**src/rtl/hazard_ctrl_param_if.sv**
```systemverilog
// Hazard-controller bundle: pipeline hazard inputs and the stall/flush controls returned to the pipe.
interface hazard_ctrl_param_if #(
    parameter int unsigned AW    = 5,
    parameter int unsigned CNT_W = 16
);
    logic             idex_mem_read;
    logic [AW-1:0]    idex_rt;
    logic [AW-1:0]    ifid_rs;
    logic [AW-1:0]    ifid_rt;
    logic             ifid_uses_rt;
    logic             id_branch;
    logic             mc_start;
    logic             pc_hold;
    logic             ifid_hold;
    logic             ifid_flush;
    logic             idex_hold;
    logic             ctrl_bubble;
    logic [1:0]       state_o;
    logic [CNT_W-1:0] stall_cnt;

    // Pipeline side: presents hazard sources, consumes stall controls
    modport master (
        output idex_mem_read, idex_rt, ifid_rs, ifid_rt, ifid_uses_rt, id_branch, mc_start,
        input  pc_hold, ifid_hold, ifid_flush, idex_hold, ctrl_bubble, state_o, stall_cnt
    );

    // Hazard controller side
    modport slave (
        input  idex_mem_read, idex_rt, ifid_rs, ifid_rt, ifid_uses_rt, id_branch, mc_start,
        output pc_hold, ifid_hold, ifid_flush, idex_hold, ctrl_bubble, state_o, stall_cnt
    );
endinterface

```
**src/rtl/hazard_ctrl_param.sv**
```systemverilog
// Parametrised 5-stage pipeline hazard controller: load-use, ID-branch and multicycle-EX stalls,
// sequenced by a timed FSM, plus a saturating stall-cycle counter.
module hazard_ctrl_param #(
    parameter int unsigned AW           = 5,
    parameter int unsigned LOAD_STALL   = 1,
    parameter int unsigned BRANCH_STALL = 2,
    parameter int unsigned MC_CYCLES    = 4,
    parameter int unsigned ZERO_EXEMPT  = 1,
    parameter int unsigned CNT_W        = 16
) (
    input  logic               clk,
    input  logic               reset,
    hazard_ctrl_param_if.slave hz
);
    localparam int unsigned MAX_LB    = (LOAD_STALL > BRANCH_STALL) ? LOAD_STALL : BRANCH_STALL;
    localparam int unsigned MAX_STALL = (MAX_LB > MC_CYCLES) ? MAX_LB : MC_CYCLES;
    localparam int unsigned CW        = ($clog2(MAX_STALL) < 1) ? 1 : $clog2(MAX_STALL);

    typedef enum logic [1:0] {
        ST_IDLE = 2'd0,
        ST_LD   = 2'd1,
        ST_BR   = 2'd2,
        ST_MC   = 2'd3
    } state_e;

    state_e           state_q, state_d;
    logic [CW-1:0]    cnt_q, cnt_d;
    logic [CNT_W-1:0] stall_cnt_q, stall_cnt_d;

    logic lu_c;
    logic pc_hold_c, ifid_hold_c, ifid_flush_c, idex_hold_c, ctrl_bubble_c;

    // Load-use detect; register 0 optionally exempt since it never carries loaded data
    always_comb begin
        lu_c = hz.idex_mem_read
               & ((hz.idex_rt == hz.ifid_rs) | (hz.ifid_uses_rt & (hz.idex_rt == hz.ifid_rt)))
               & ~((ZERO_EXEMPT != 0) & (hz.idex_rt == '0));
    end

    // Next state and controls: Mealy in IDLE, Moore in timed states, all forced low in reset
    always_comb begin
        state_d       = state_q;
        cnt_d         = cnt_q;
        pc_hold_c     = 1'b0;
        ifid_hold_c   = 1'b0;
        ifid_flush_c  = 1'b0;
        idex_hold_c   = 1'b0;
        ctrl_bubble_c = 1'b0;

        unique case (state_q)
            ST_IDLE: begin
                if (hz.mc_start && (MC_CYCLES > 1)) begin
                    pc_hold_c   = 1'b1;
                    ifid_hold_c = 1'b1;
                    idex_hold_c = 1'b1;
                    if (MC_CYCLES > 2) begin
                        state_d = ST_MC;
                        cnt_d   = CW'(MC_CYCLES - 3);
                    end
                end else if (lu_c) begin
                    pc_hold_c     = 1'b1;
                    ifid_hold_c   = 1'b1;
                    ctrl_bubble_c = 1'b1;
                    if (LOAD_STALL > 1) begin
                        state_d = ST_LD;
                        cnt_d   = CW'(LOAD_STALL - 2);
                    end
                end else if (hz.id_branch) begin
                    pc_hold_c    = 1'b1;
                    ifid_flush_c = 1'b1;
                    if (BRANCH_STALL > 1) begin
                        state_d = ST_BR;
                        cnt_d   = CW'(BRANCH_STALL - 2);
                    end
                end
            end
            ST_LD: begin
                pc_hold_c     = 1'b1;
                ifid_hold_c   = 1'b1;
                ctrl_bubble_c = 1'b1;
            end
            ST_BR: begin
                pc_hold_c    = 1'b1;
                ifid_flush_c = 1'b1;
            end
            ST_MC: begin
                pc_hold_c   = 1'b1;
                ifid_hold_c = 1'b1;
                idex_hold_c = 1'b1;
            end
            default: state_d = ST_IDLE;
        endcase

        // Timed states count down and hand back to IDLE, where the held ID instruction is re-checked
        if (state_q != ST_IDLE) begin
            if (cnt_q == '0) begin
                state_d = ST_IDLE;
            end else begin
                cnt_d = cnt_q - CW'(1);
            end
        end

        if (reset) begin
            pc_hold_c     = 1'b0;
            ifid_hold_c   = 1'b0;
            ifid_flush_c  = 1'b0;
            idex_hold_c   = 1'b0;
            ctrl_bubble_c = 1'b0;
        end
    end

    // Saturating count of cycles with the PC held
    always_comb begin
        stall_cnt_d = stall_cnt_q;
        if (pc_hold_c && (stall_cnt_q != '1)) begin
            stall_cnt_d = stall_cnt_q + CNT_W'(1);
        end
    end

    // State, timer and counter registers with synchronous reset
    always_ff @(posedge clk) begin
        if (reset) begin
            state_q     <= ST_IDLE;
            cnt_q       <= '0;
            stall_cnt_q <= '0;
        end else begin
            state_q     <= state_d;
            cnt_q       <= cnt_d;
            stall_cnt_q <= stall_cnt_d;
        end
    end

    assign hz.pc_hold     = pc_hold_c;
    assign hz.ifid_hold   = ifid_hold_c;
    assign hz.ifid_flush  = ifid_flush_c;
    assign hz.idex_hold   = idex_hold_c;
    assign hz.ctrl_bubble = ctrl_bubble_c;
    assign hz.state_o     = state_q;
    assign hz.stall_cnt   = stall_cnt_q;
endmodule
```
**src/flat_wrapper.sv**
```systemverilog
// flat-port wrapper written by rule: the top's interface ports become plain ports
module hazard_ctrl_param_flat 
#(
    parameter int unsigned AW           = 5,
    parameter int unsigned LOAD_STALL   = 1,
    parameter int unsigned BRANCH_STALL = 2,
    parameter int unsigned MC_CYCLES    = 4,
    parameter int unsigned ZERO_EXEMPT  = 1,
    parameter int unsigned CNT_W        = 16
)
  (clk, reset, hz_idex_mem_read, hz_idex_rt, hz_ifid_rs, hz_ifid_rt, hz_ifid_uses_rt, hz_id_branch, hz_mc_start, hz_pc_hold, hz_ifid_hold, hz_ifid_flush, hz_idex_hold, hz_ctrl_bubble, hz_state_o, hz_stall_cnt);
  hazard_ctrl_param_if #(.AW(AW), .CNT_W(CNT_W)) hz_i ();
  input  logic clk;
  input  logic reset;
  input wire logic [$bits(hz_i.idex_mem_read)-1:0] hz_idex_mem_read;
  input wire logic [$bits(hz_i.idex_rt)-1:0] hz_idex_rt;
  input wire logic [$bits(hz_i.ifid_rs)-1:0] hz_ifid_rs;
  input wire logic [$bits(hz_i.ifid_rt)-1:0] hz_ifid_rt;
  input wire logic [$bits(hz_i.ifid_uses_rt)-1:0] hz_ifid_uses_rt;
  input wire logic [$bits(hz_i.id_branch)-1:0] hz_id_branch;
  input wire logic [$bits(hz_i.mc_start)-1:0] hz_mc_start;
  output wire logic [$bits(hz_i.pc_hold)-1:0] hz_pc_hold;
  output wire logic [$bits(hz_i.ifid_hold)-1:0] hz_ifid_hold;
  output wire logic [$bits(hz_i.ifid_flush)-1:0] hz_ifid_flush;
  output wire logic [$bits(hz_i.idex_hold)-1:0] hz_idex_hold;
  output wire logic [$bits(hz_i.ctrl_bubble)-1:0] hz_ctrl_bubble;
  output wire logic [$bits(hz_i.state_o)-1:0] hz_state_o;
  output wire logic [$bits(hz_i.stall_cnt)-1:0] hz_stall_cnt;
  assign hz_i.idex_mem_read = hz_idex_mem_read;
  assign hz_i.idex_rt = hz_idex_rt;
  assign hz_i.ifid_rs = hz_ifid_rs;
  assign hz_i.ifid_rt = hz_ifid_rt;
  assign hz_i.ifid_uses_rt = hz_ifid_uses_rt;
  assign hz_i.id_branch = hz_id_branch;
  assign hz_i.mc_start = hz_mc_start;
  assign hz_pc_hold = hz_i.pc_hold;
  assign hz_ifid_hold = hz_i.ifid_hold;
  assign hz_ifid_flush = hz_i.ifid_flush;
  assign hz_idex_hold = hz_i.idex_hold;
  assign hz_ctrl_bubble = hz_i.ctrl_bubble;
  assign hz_state_o = hz_i.state_o;
  assign hz_stall_cnt = hz_i.stall_cnt;
  hazard_ctrl_param #(.AW(AW), .LOAD_STALL(LOAD_STALL), .BRANCH_STALL(BRANCH_STALL), .MC_CYCLES(MC_CYCLES), .ZERO_EXEMPT(ZERO_EXEMPT), .CNT_W(CNT_W)) u_core (.clk(clk), .reset(reset), .hz(hz_i));
endmodule
```
**config.mk**
```make
export PLATFORM = sky130hd
export DESIGN_NAME = hazard_ctrl_param_flat
export DESIGN_NICKNAME = d
export VERILOG_FILES = /design/src/rtl/hazard_ctrl_param_if.sv /design/src/rtl/hazard_ctrl_param.sv /design/src/flat_wrapper.sv
export SDC_FILE = /design/constraint.sdc
export NUM_CORES = 1
export LEC_CHECK = 0
export CAP_MARGIN = 20
export CORE_MARGIN = 4
export CORE_UTILIZATION = 45
export DETAILED_ROUTE_END_ITERATION = 8
export GPL_TIMING_DRIVEN = 0
export PLACE_DENSITY_LB_ADDON = 0.3
export SYNTH_ARGS = -nofsm -noshare
export SYNTH_HDL_FRONTEND = slang
export SYNTH_SLANG_ARGS = --single-unit
```
**constraint.sdc**
```tcl
create_clock -name clk -period 3.3 [get_ports clk]
set_input_delay 0.99 -clock clk [delete_from_list [all_inputs] [get_ports clk]]
set_output_delay 0.99 -clock clk [all_outputs]
set_load 0.1 [all_outputs]
```
; Word-level counts from Yosys, hierarchy flattened
; Index checks and enable logic that the tools add are counted.
[totals]
rom_bits = 0
n_memories = 0
reg_bits = 20
ram_bits = 0
in_bits = 21
latch_bits = 0
[op_classes]
n_reduce_logical = 7
n_mux = 31
mul = 0
n_bitwise = 5
order_cmp = 0
shifts = 0
eq_ne = 6
add_sub_neg = 2
div_mod_pow = 0
[ops]
columns = operator, count
row1 = $mux 2, 12
row2 = $add 16x1->16 const B, 1
row3 = $ne 16x16->1 const B, 1
row4 = $mux 1, 14
row5 = $eq 5x5->1, 2
row6 = $pmux 1 s2, 5
row7 = $logic_not 5->1, 1
row8 = $eq 2x2->1 const B, 2
row9 = $logic_not 2->1, 2
row10 = $and 1x1->1, 3
row11 = $reduce_or 3->1, 1
row12 = $eq 2x1->1 const B, 1
row13 = $reduce_bool 2->1, 1
row14 = $reduce_or 2->1, 1
row15 = $sub 2x1->2 const B, 1
row16 = $logic_and 1x1->1, 1
row17 = $not 1->1, 1
row18 = $or 1x1->1, 1

; Depth between registers and ports, before layout
; Gate-level depths: netlist of the first run.
[logic_depth]
word_depth = 10
mapped_depth = 10

; Worst setup path before layout of the first run
; Ideal clock, no wire load.
[synth_path]
path_kind = input to output
from = in hz_ifid_rs[4]
to = out hz_ifid_hold
t_arrival_ns = 3.985
setup_slack_ns = -1.675
cell_stages = 6
t_required_ns = 2.310
cell_sequence = xnor2_1 nand3_1 o22ai_2 and2_1 o21ai_0 a211oi_1
[synth_between]
elab_chain_len = 8
[synth_lines]
columns = element, line
row1 = "start, declared", flat_wrapper.sv:17  ; input wire logic [$bits(hz_i.ifid_rs)-1:0] hz_ifid_rs;
row2 = $eq 5x5->1, hazard_ctrl_param.sv:36  ; & ((hz.idex_rt == hz.ifid_rs) | (hz.ifid_uses_rt & (hz.idex_rt == hz.ifid_rt)))
row3 = $or 1x1->1, hazard_ctrl_param.sv:36
row4 = $and 1x1->1, hazard_ctrl_param.sv:36
row5 = $and 1x1->1, hazard_ctrl_param.sv:37  ; & ~((ZERO_EXEMPT != 0) & (hz.idex_rt == '0));
row6 = $mux 1, hazard_ctrl_param.sv:60  ; end else if (lu_c) begin
row7 = $mux 1, hazard_ctrl_param.sv:52  ; if (hz.mc_start && (MC_CYCLES > 1)) begin
row8 = $pmux 1 s2, hazard_ctrl_param.sv:50  ; unique case (state_q)
row9 = $mux 1, hazard_ctrl_param.sv:103  ; if (reset) begin
row10 = "end, declared", flat_wrapper.sv:23  ; output wire logic [$bits(hz_i.ifid_hold)-1:0] hz_ifid_hold;
; No other way between the ends.

; Worst setup path after layout of the first run
[layout_path]
from = in hz_idex_rt[2]
to = out hz_ifid_hold
[layout_between]
elab_chain_len = 9
elab_cells_between_ends = 12
classes_between = eq/ne: 2 / mux: 4 / bitwise: 5 / reduce/logical: 1
[layout_lines]
columns = element, line
row1 = "start, declared", flat_wrapper.sv:16  ; input wire logic [$bits(hz_i.idex_rt)-1:0] hz_idex_rt;
row2 = $eq 5x5->1, hazard_ctrl_param.sv:36
row3 = $and 1x1->1, hazard_ctrl_param.sv:36
row4 = $or 1x1->1, hazard_ctrl_param.sv:36
row5 = $and 1x1->1, hazard_ctrl_param.sv:36
row6 = $and 1x1->1 *, hazard_ctrl_param.sv:37
row7 = $mux 1 *, hazard_ctrl_param.sv:60
row8 = $mux 1 *, hazard_ctrl_param.sv:52
row9 = $pmux 1 s2 *, hazard_ctrl_param.sv:50
row10 = $mux 1 *, hazard_ctrl_param.sv:103
; Mark *: on every way between the ends. The rest lies on a longest branch, timed or not.

==> results.md, run 1 <==
* Post-DR vias/cell at 5.81
* Top cell type's share of synthesized area at 30.8%
* Synthesis-stage register bit count at 20
* P per Cell Area at 469 nW/um2
* Crit path from: hz_idex_rt[2]
* GP Congestion at 0.754
* Clk_skew at 0.00138 ns
* Syn Inst Count at 153
* Worst path slowest cell: or4_4
* Nets at 233
* Clock root buffer: clkbuf_4
* CP max stage delay at 0.52 ns
* First DRT Iteration DRCs at 62
* Static leakage at 0.715 nW
* Worst-Skew Late Latency at 0.30 ns
* Maximum vdd drop at 0.000549 V
* # diodes at 0
* Hold Crit Class: flop to flop
* Upper clock frequency limit at 293 MHz
* Post-synthesis sequential area ratio at 30.8%
* Largest net degree at the start of global routing at 13
* DR WL/cell at 16.4 um
* Die Y at 61.8 um
* Synth Area per Inst at 8.50 um2
* Worst Tran Pin Value at 0.987 ns
* Starting Density at 47.1%
* Max-slew violation count at 0
* Worst EP required at 2.31 ns
* RR Endpoint: u_core.hz.stall_cnt[10]
* # hold bufs at CTS at 0
* Crit. End Element: output port
* Setup ws final at -0.112 ns
* Critical path launch point type: input port
* Final core utilization at 73.5%
* Fillers at 217
* Crit path to: hz_ifid_hold
* Routed via count at 1377
* First-pass GRT wire length at 5820 um
* R2R Setup Slk at 1.08 ns
* Post-route setup TNS at -0.251 ns
* Total wire length at 3880 um
* Status: finished, violations left
* Most frequent cells in the layout: clkdlybuf4s50_1 (22), dfxtp_1 (18), a21oi_1 (12)
* Syn Nets at 179
* Crit Path Class: input port to output port
* Worst Path Buf+Inv at 2
* Max Cap Violations at 0
* Vias in the first global route at 1267
* Worst-path clk slew at 0.12 ns
* Final antenna-violating net count at 0
* Die area at 3810 um2
* Yosys warns at 0
* Largest area contributor in the netlist: dfxtp_1
* CTS HTree Levels at 1
* Crit path cell chain: buf_8 > or4_4 > o21a_4 > and2_4 > o21ai_4 > a211oi_4 > buf_12
* CTS tree: done
* Clock buffer count from CTS at 3
* Number of distinct library cells after synthesis at 42
* Reg2Reg Depth at 9
* Core area at 2760 um2
* Port bufs at 43
* Area Growth Syn to Fin at 56.0%
* Critical path peak fanout at 4
* Max clock buf depth at 2
* Worst reg2reg startpoint: u_core.hz.state_o[0]
* Hold violation count in the final report at 0
* Finish-stage setup viols at 3
* Synth top area cells: dfxtp_1 (31%), xnor2_1 (6.7%), a21oi_1 (5.8%)
* Die Wd at 61.8 um
* Overall Global Routing Usage at 20.3%
* Arr. time, crit path at 2.42 ns
* Critical path's top delay family: simple AND/OR/NAND/NOR gates
* Initial antenna violation count at 0
* # rows at 19
* Levels on crit path at 7
* Fin crit share at 103%
* Fraction of layout cells with a size suffix above 1 at 30.6%
* Post-DP HPWL at 2790 um
* DRC viols at 0
* Grt ovf at 0
* Failing checks: setup timing
* 1st-pass router iterations at 4
* Max-slew headroom at 34.0%
* CTS sink count at 20
* RSZ-0062 raised after global routing: yes
* Most common cell after layout, fill and taps aside: clkdlybuf4s50_1
* Post-Syn Area at 1300 um2
* Fin crit period at 3.41 ns
* I/O pin count at 44
-- per-stage QoR --
step | instances | hold slack [ns] | power [mW] | setup slack, ns | area [um2]
2_1_floorplan | 153 | 0.473 | 0.600 | -0.373 | 1360
5_1_grt | 237 | 0.553 | 0.990 | -0.182 | 2030
6_report | 237 | 0.522 | 0.951 | -0.112 | 2030
3_5_place_dp | 227 | 0.486 | 0.702 | -1.75 | 1830
4_1_cts | 235 | 0.517 | 0.932 | -0.121 | 1980
3_3_place_gp | 227 | 0.481 | 0.692 | -1.70 | 1830
-- registers in the layout (all words and copies together) (netlist names) --
name and cells:
u_core.hz.state_o 2, u_core.cnt_q 2, u_core.hz.stall_cnt 16
-- cell type report --
type / count / area, um2 / area share (%)
clock inverter: 1 / 30.0 / 1.48
timing repair buffer: 49 / 478 / 23.6
clock buffer: 3 / 22.5 / 1.11
inverter: 7 / 26.3 / 1.30
tap: 31 / 38.8 / 1.91
buffer: 7 / 77.6 / 3.82
sequential: 20 / 403 / 19.9
multi-input combinational: 119 / 952 / 46.9
-- per-layer routing --
layer	GRT usage (%)	share of wire [%]
met5	0	0
met4	2.73	0.88
met3	4.75	5.4
met2	36.3	52
met1	25.5	41
-- worst min-delay path, stage by stage, from the launching register on --
cell     delay (ns)
dfxtp_1        0.35
o31ai_1        0.07
a21oi_1        0.06
-- cells by family after synthesis --
kind of cell    synth area share [%]
compound gates                  24.7
flops                           30.8
fa+ha+maj                       4.81
simple gates                    25.3
buf+inv                         6.93
xor+xnor                        7.41
-- worst min path at each step --
stage	start	cells after the start	slack, ns	end
2_1_floorplan	u_core.cnt_q[1]	2	0.47	u_core.cnt_q[1]
3_3_place_gp	u_core.hz.stall_cnt[15]	2	0.48	u_core.hz.stall_cnt[15]
3_5_place_dp	u_core.hz.stall_cnt[15]	2	0.49	u_core.hz.stall_cnt[15]
4_1_cts	u_core.hz.stall_cnt[15]	2	0.52	u_core.hz.stall_cnt[15]
5_1_grt	u_core.hz.stall_cnt[13]	2	0.55	u_core.hz.stall_cnt[13]
6_report	u_core.hz.stall_cnt[15]	2	0.52	u_core.hz.stall_cnt[15]
-- power breakdown --
| group | total, mW | leakage [nW] | switching, mW | internal, mW |
|---|---|---|---|---|
| registers | 0.277 | 0.163 | 0.0190 | 0.258 |
| logic | 0.472 | 0.525 | 0.307 | 0.165 |
| clock network | 0.201 | 0.0279 | 0.0784 | 0.123 |
| total | 0.951 | 0.715 | 0.405 | 0.546 |
-- cell usage after synthesis --
master / n
clkbuf_1: 2
o211ai_1: 2
or2_1: 1
or4b_1: 1
nand4b_1: 1
or4_1: 5
nor4_2: 1
nor3_1: 2
and2_1: 2
buf_4: 1
xor2_1: 1
nand3_1: 9
a211oi_2: 1
xnor2_1: 10
a211oi_1: 1
a21oi_1: 15
nand3b_1: 1
o21ai_1: 4
ha_1: 5
nand4_1: 3
o21a_1: 1
o31ai_1: 5
nor2_1: 7
and3_1: 2
o41ai_1: 3
nor2b_1: 2
or3_1: 8
or2_2: 2
o22ai_2: 1
o21ai_0: 4
o311ai_0: 2
a21oi_2: 3
buf_8: 1
a22oi_1: 1
a31oi_4: 1
nand4_2: 1
a31o_1: 1
inv_1: 7
dfxtp_1: 20
nand2_1: 9
buf_6: 3
a31oi_1: 1
-- timing repair --
item                                    4_1_cts  5_1_grt
buffers inserted                              4        2
endpoints found under the setup margin        5        4
pin swaps                                    20       17
hold endpoints to repair                      0        0
resized for setup                            96       24
No activity file was read; power rests on OpenSTA's default activity.
==> inputs of run 2 (changes only) <==
CORE_MARGIN = 1   (was 4)
CTS_CLUSTER_DIAMETER = 60   (was default)
==> results.md, run 2 (synthesis results as in run 1) <==
* Status: finished, violations left
* Failing checks: setup timing
* Arr. time, crit path at 2.43 ns
* Crit. End Element: output port
* Upper clock frequency limit at 293 MHz
* Grt ovf at 0
* Max reg flops at 16
* Max-slew headroom at 34.5%
* Die area at 3110 um2
* Critical path's top delay family: simple AND/OR/NAND/NOR gates
* Crit Path Class: input port to output port
* # diodes at 0
* Nets at 232
* Area Growth Syn to Fin at 55.4%
* Worst reg2reg startpoint: u_core.hz.state_o[0]
* DR WL/cell at 16.0 um
* Hold path depth at 2
* Die Y at 55.8 um
* Total wire length at 3770 um
* Critical path launch point type: input port
* I/O pin count at 44
* Worst path slowest cell: or4_4
* Final core utilization at 73.3%
* CP max stage delay at 0.49 ns
* Max Cap Violations at 0
* Critical path peak fanout at 4
* Min-delay src: u_core.cnt_q[1]
* RR Endpoint: u_core.hz.stall_cnt[10]
* Fin crit period at 3.42 ns
* Post-DP HPWL at 2490 um
* Starting Density at 47.1%
* Worst-Skew Late Latency at 0.31 ns
* # hold bufs at CTS at 0
* Worst EP required at 2.31 ns
* Worst Path Buf+Inv at 2
* Vias in the first global route at 1347
* Reg2Reg Depth at 10
* Worst Hold Endpoint: u_core.cnt_q[1]
* Core area at 2760 um2
* Maximum vdd drop at 0.000561 V
* Largest net degree at the start of global routing at 13
* Most common cell after layout, fill and taps aside: clkdlybuf4s50_1
* Routed via count at 1401
* Clock root buffer: clkbuf_4
* Worst Tran Pin Value at 0.980 ns
* RSZ-0062 raised after global routing: yes
* Post-DR vias/cell at 5.94
* CTS tree: done
* Fraction of layout cells with a size suffix above 1 at 30.2%
* First DRT Iteration DRCs at 47
* Finish-stage setup viols at 3
* R2R Setup Slk at 0.85 ns
* # rows at 19
* Crit path cell chain: buf_2 > or4_4 > o21a_4 > and2_4 > o21ai_4 > a211oi_4 > buf_12
* Hold Crit Class: flop to flop
* First-pass GRT wire length at 6180 um
* Static leakage at 0.720 nW
* Setup ws final at -0.118 ns
* 1st-pass router iterations at 4
* Initial antenna violation count at 0
* Overall Global Routing Usage at 25.2%
* GP Congestion at 0.846
* Fin crit share at 104%
* Worst-path clk slew at 0.12 ns
* Clk_skew at 0.00186 ns
* Worst slack, placed at -1.78 ns
* Most frequent cells in the layout: clkdlybuf4s50_1 (21), dfxtp_1 (18), a21oi_1 (12)
* CTS sink count at 20
* CTS HTree Levels at 1
* Max clock buf depth at 2
* Clock buffer count from CTS at 3
* Max-slew violation count at 0
* Crit path from: hz_idex_rt[3]
* Final antenna-violating net count at 0
* Port bufs at 43
* DRC viols at 0
* Hold violation count in the final report at 0
* P per Cell Area at 472 nW/um2
* Die Wd at 55.8 um
## run 2: per-layer routing
layer	GRT usage, %	wire (um)	vias up
li1	-	-	681
met1	29.2	1590	678
met2	47.0	1950	34
met3	4.42	159	8
met4	6.79	63	0
met5	0	0	-
## run 2: worst max-delay path by stage
stage,to,slack [ns],cells past startpoint
after floorplan,hz_ifid_hold,-0.37,6
after global placement,hz_ifid_flush,-1.69,7
after detailed placement,hz_ifid_flush,-1.78,7
after CTS,hz_ifid_hold,-0.13,7
after global routing,hz_ifid_hold,-0.16,8
final,hz_ifid_hold,-0.12,7
## run 2: timing repair
action | 4_1_cts | 5_1_grt
buffers inserted | 4 | 1
cloned | 0 | 0
setup endpoints to repair | 5 | 5
pin swaps | 16 | 18
resized for setup | 94 | 24
## run 2: worst reg2reg max path: stages (launching register included)
cell and delay (ns):
dfxtp_2 0.39, inv_1 0.08, ha_1 0.20, buf_6 0.14, nor2b_4 0.17, buf_4 0.16, a211oi_2 0.30, a31oi_4 0.07
buf_6 0.16, or4_1 0.53, a21oi_1 0.18
## run 2: metrics by stage
stage	area (um2)	std cells	power, mW	TNS, ns	hold slack (ns)
after CTS	2000	235	0.938	-0.295	0.518
after global placement	1830	227	0.692	-6.80	0.481
after global routing	2020	236	0.989	-0.396	0.540
after detailed placement	1830	227	0.700	-6.95	0.493
after floorplan	1360	153	0.600	-0.695	0.473
final	2020	236	0.954	-0.275	0.527
## run 2: area by class of cell
| class | count | area [um2] |
|---|---|---|
| Tap cell | 31 | 38.8 |
| Inverter | 7 | 26.3 |
| Fill cell | 199 | 737 |
| Clock inverter | 1 | 30.0 |
| Sequential cell | 20 | 403 |
| Buffer | 7 | 77.6 |
| Multi-Input combinational cell | 119 | 957 |
| Timing Repair Buffer | 48 | 465 |
| Clock buffer | 3 | 22.5 |
## run 2: power breakdown
| group | internal [mW] | total, mW | switching [mW] |
|---|---|---|---|
| Sequential | 0.258 | 0.278 | 0.0202 |
| Combinational | 0.164 | 0.470 | 0.306 |
| Clock | 0.123 | 0.206 | 0.0829 |
==> inputs of run 3 (changes only) <==
CORE_UTILIZATION = 49   (was 45)
clock period = 4.3 ns   (was 3.3 ns; I/O delays follow)
==> results.md, run 3 (synthesis results as in run 1) <==
* Largest net degree at the start of global routing at 12
* Worst Hold Endpoint: u_core.hz.stall_cnt[15]
* Post-route setup TNS at 0 ns
* Max Cap Violations at 0
* Max reg flops at 16
* Switch share at 45.1%
* Die area at 2860 um2
* GP Congestion at 0.810
* Upper clock frequency limit at 234 MHz
* Critical path's top delay family: simple AND/OR/NAND/NOR gates
* Sw Pwr at 0.289 mW
* Internal at 0.352 mW
* Power share of the clock group at 17.1%
* P per Cell Area at 335 nW/um2
* Hold Crit Class: flop to flop
* Hold violation count in the final report at 0
* Die Wd at 53.5 um
* Initial antenna violation count at 0
* Gate power share at 49.9%
* Port bufs at 43
* Post-DR vias/cell at 6.02
* Fraction of layout cells with a size suffix above 1 at 19.2%
* Most frequent cells in the layout: clkdlybuf4s50_1 (24), dfxtp_1 (20), a21oi_1 (13)
* # rows at 18
* Starting Density at 52.0%
* DRC viols at 0
* Total wire length at 3540 um
* Static leakage at 0.718 nW
* DR WL/cell at 15.2 um
* Overall Global Routing Usage at 24.8%
* Post-DP HPWL at 2600 um
* Most common cell after layout, fill and taps aside: clkdlybuf4s50_1
* Storage cell area at 400 um2
* Fin crit period at 4.26 ns
* Worst-Skew Late Latency at 0.30 ns
* Nets at 230
* Arr. time, crit path at 2.97 ns
* RSZ-0062 raised after global routing: yes
* Critical path launch point type: input port
* Max clock buf depth at 2
* I/O pin count at 44
* Routed via count at 1403
* Total Power at 0.641 mW
* Max-slew headroom at 34.7%
* First DRT Iteration DRCs at 30
* 1st-pass router iterations at 4
* Status: completed
* Clock root buffer: clkbuf_4
* Min Hold Slack at 0.526 ns
* Crit path cell chain: dlygate4sd2_1 > or4_4 > o21a_4 > and2_4 > buf_4 > a21oi_2 > nor2_2 > buf_12
* Crit Path Class: input port to output port
* Fin crit share at 99.2%
* Worst path slowest cell: or4_4
* CTS tree: done
* # diodes at 0
* Worst reg2reg startpoint: u_core.hz.state_o[0]
* Vias in the first global route at 1199
* Die Y at 53.5 um
* Fillers at 183
* CTS HTree Levels at 1
* Worst EP required at 3.01 ns
* Worst Tran Pin Value at 0.976 ns
* Finish-stage setup viols at 0
* Reg2Reg Depth at 10
* Critical path peak fanout at 4
* Worst-path clk slew at 0.12 ns
* Clk_skew at 0.00887 ns
* Worst Path Buf+Inv at 3
* Seq pwr share at 33.0%
* Maximum vdd drop at 0.000320 V
* RR Endpoint: u_core.hz.stall_cnt[0]
* R2R Setup Slk at 2.00 ns
* Cells after DPL at 226
* Core area at 2500 um2
* Max-slew violation count at 0
* CTS sink count at 20
* First-pass GRT wire length at 5130 um
* Crit. End Element: output port
* # hold bufs at CTS at 0
* Min-delay src: u_core.hz.stall_cnt[15]
* Area Growth Syn to Fin at 47.4%
* Grt ovf at 0
* Hold path depth at 2
* Final non-filler cell total at 233
* Multi-input logic area at 865 um2
* Clock buffer count from CTS at 3
* Levels on crit path at 8
* Final antenna-violating net count at 0
* CP max stage delay at 0.54 ns
==> run 3: final cells by class <==
| class | count | area share [%] |
|---|---|---|
| multi-input combinational | 119 | 45.1 |
| timing repair buffer | 46 | 25.3 |
| buffer | 7 | 3.46 |
| inverter | 7 | 1.37 |
| tap | 30 | 1.96 |
| clock buffer | 4 | 1.89 |
| sequential | 20 | 20.9 |
==> run 3: through the flow <==
step	setup slack, ns	utilization [%]	area [um2]
global placement	-1.31	71.8	1790
global route	-0.0198	76.6	1920
floorplan	-0.331	-	1330
finish	0.0353	76.6	1920
CTS	0.0125	74.6	1860
detailed placement	-1.29	71.8	1790
==> run 3: routing by layer <==
| metal | up-vias | GRT usage [%] | wire length (um) |
|---|---|---|---|
| met5 | - | 0 | 0 |
| met2 | 52 | 45.8 | 1850 |
| met3 | 2 | 5.17 | 204 |
| met4 | 0 | 6.14 | 20 |
| li1 | 674 | - | - |
| met1 | 675 | 28.6 | 1470 |
==> run 3: power groups by stage <==
stage | Combinational, mW | Sequential [mW] | Clock [mW]
final | 0.320 | 0.212 | 0.109
after global routing | 0.338 | 0.214 | 0.117
after CTS | 0.317 | 0.212 | 0.111
after detailed placement | 0.310 | 0.216 | 0
after global placement | 0.303 | 0.215 | 0
after floorplan | 0.160 | 0.287 | 0
==> run 3: repair_timing <==
action,in CTS,in global routing
pin swaps,3,10
setup endpoints to repair,5,3
gates resized for setup,43,15
buffers inserted,2,1
==> run 3: worst min-delay path: stages, from the launching register on <==
cell and delay (ns):
dfxtp_1 0.35, o31ai_1 0.08, a21oi_1 0.06
==> run 3: worst max-delay path by stage <==
stage,start,slack [ns],end
after floorplan,hz_ifid_rs[4],-0.33,hz_ifid_hold
after global placement,hz_idex_rt[1],-1.31,hz_ifid_flush
after detailed placement,hz_idex_rt[1],-1.29,hz_ifid_flush
after CTS,hz_ifid_rt[3],0.01,hz_ifid_hold
after global routing,hz_idex_rt[4],-0.02,hz_ifid_hold
final,hz_idex_rt[1],0.04,hz_ctrl_bubble
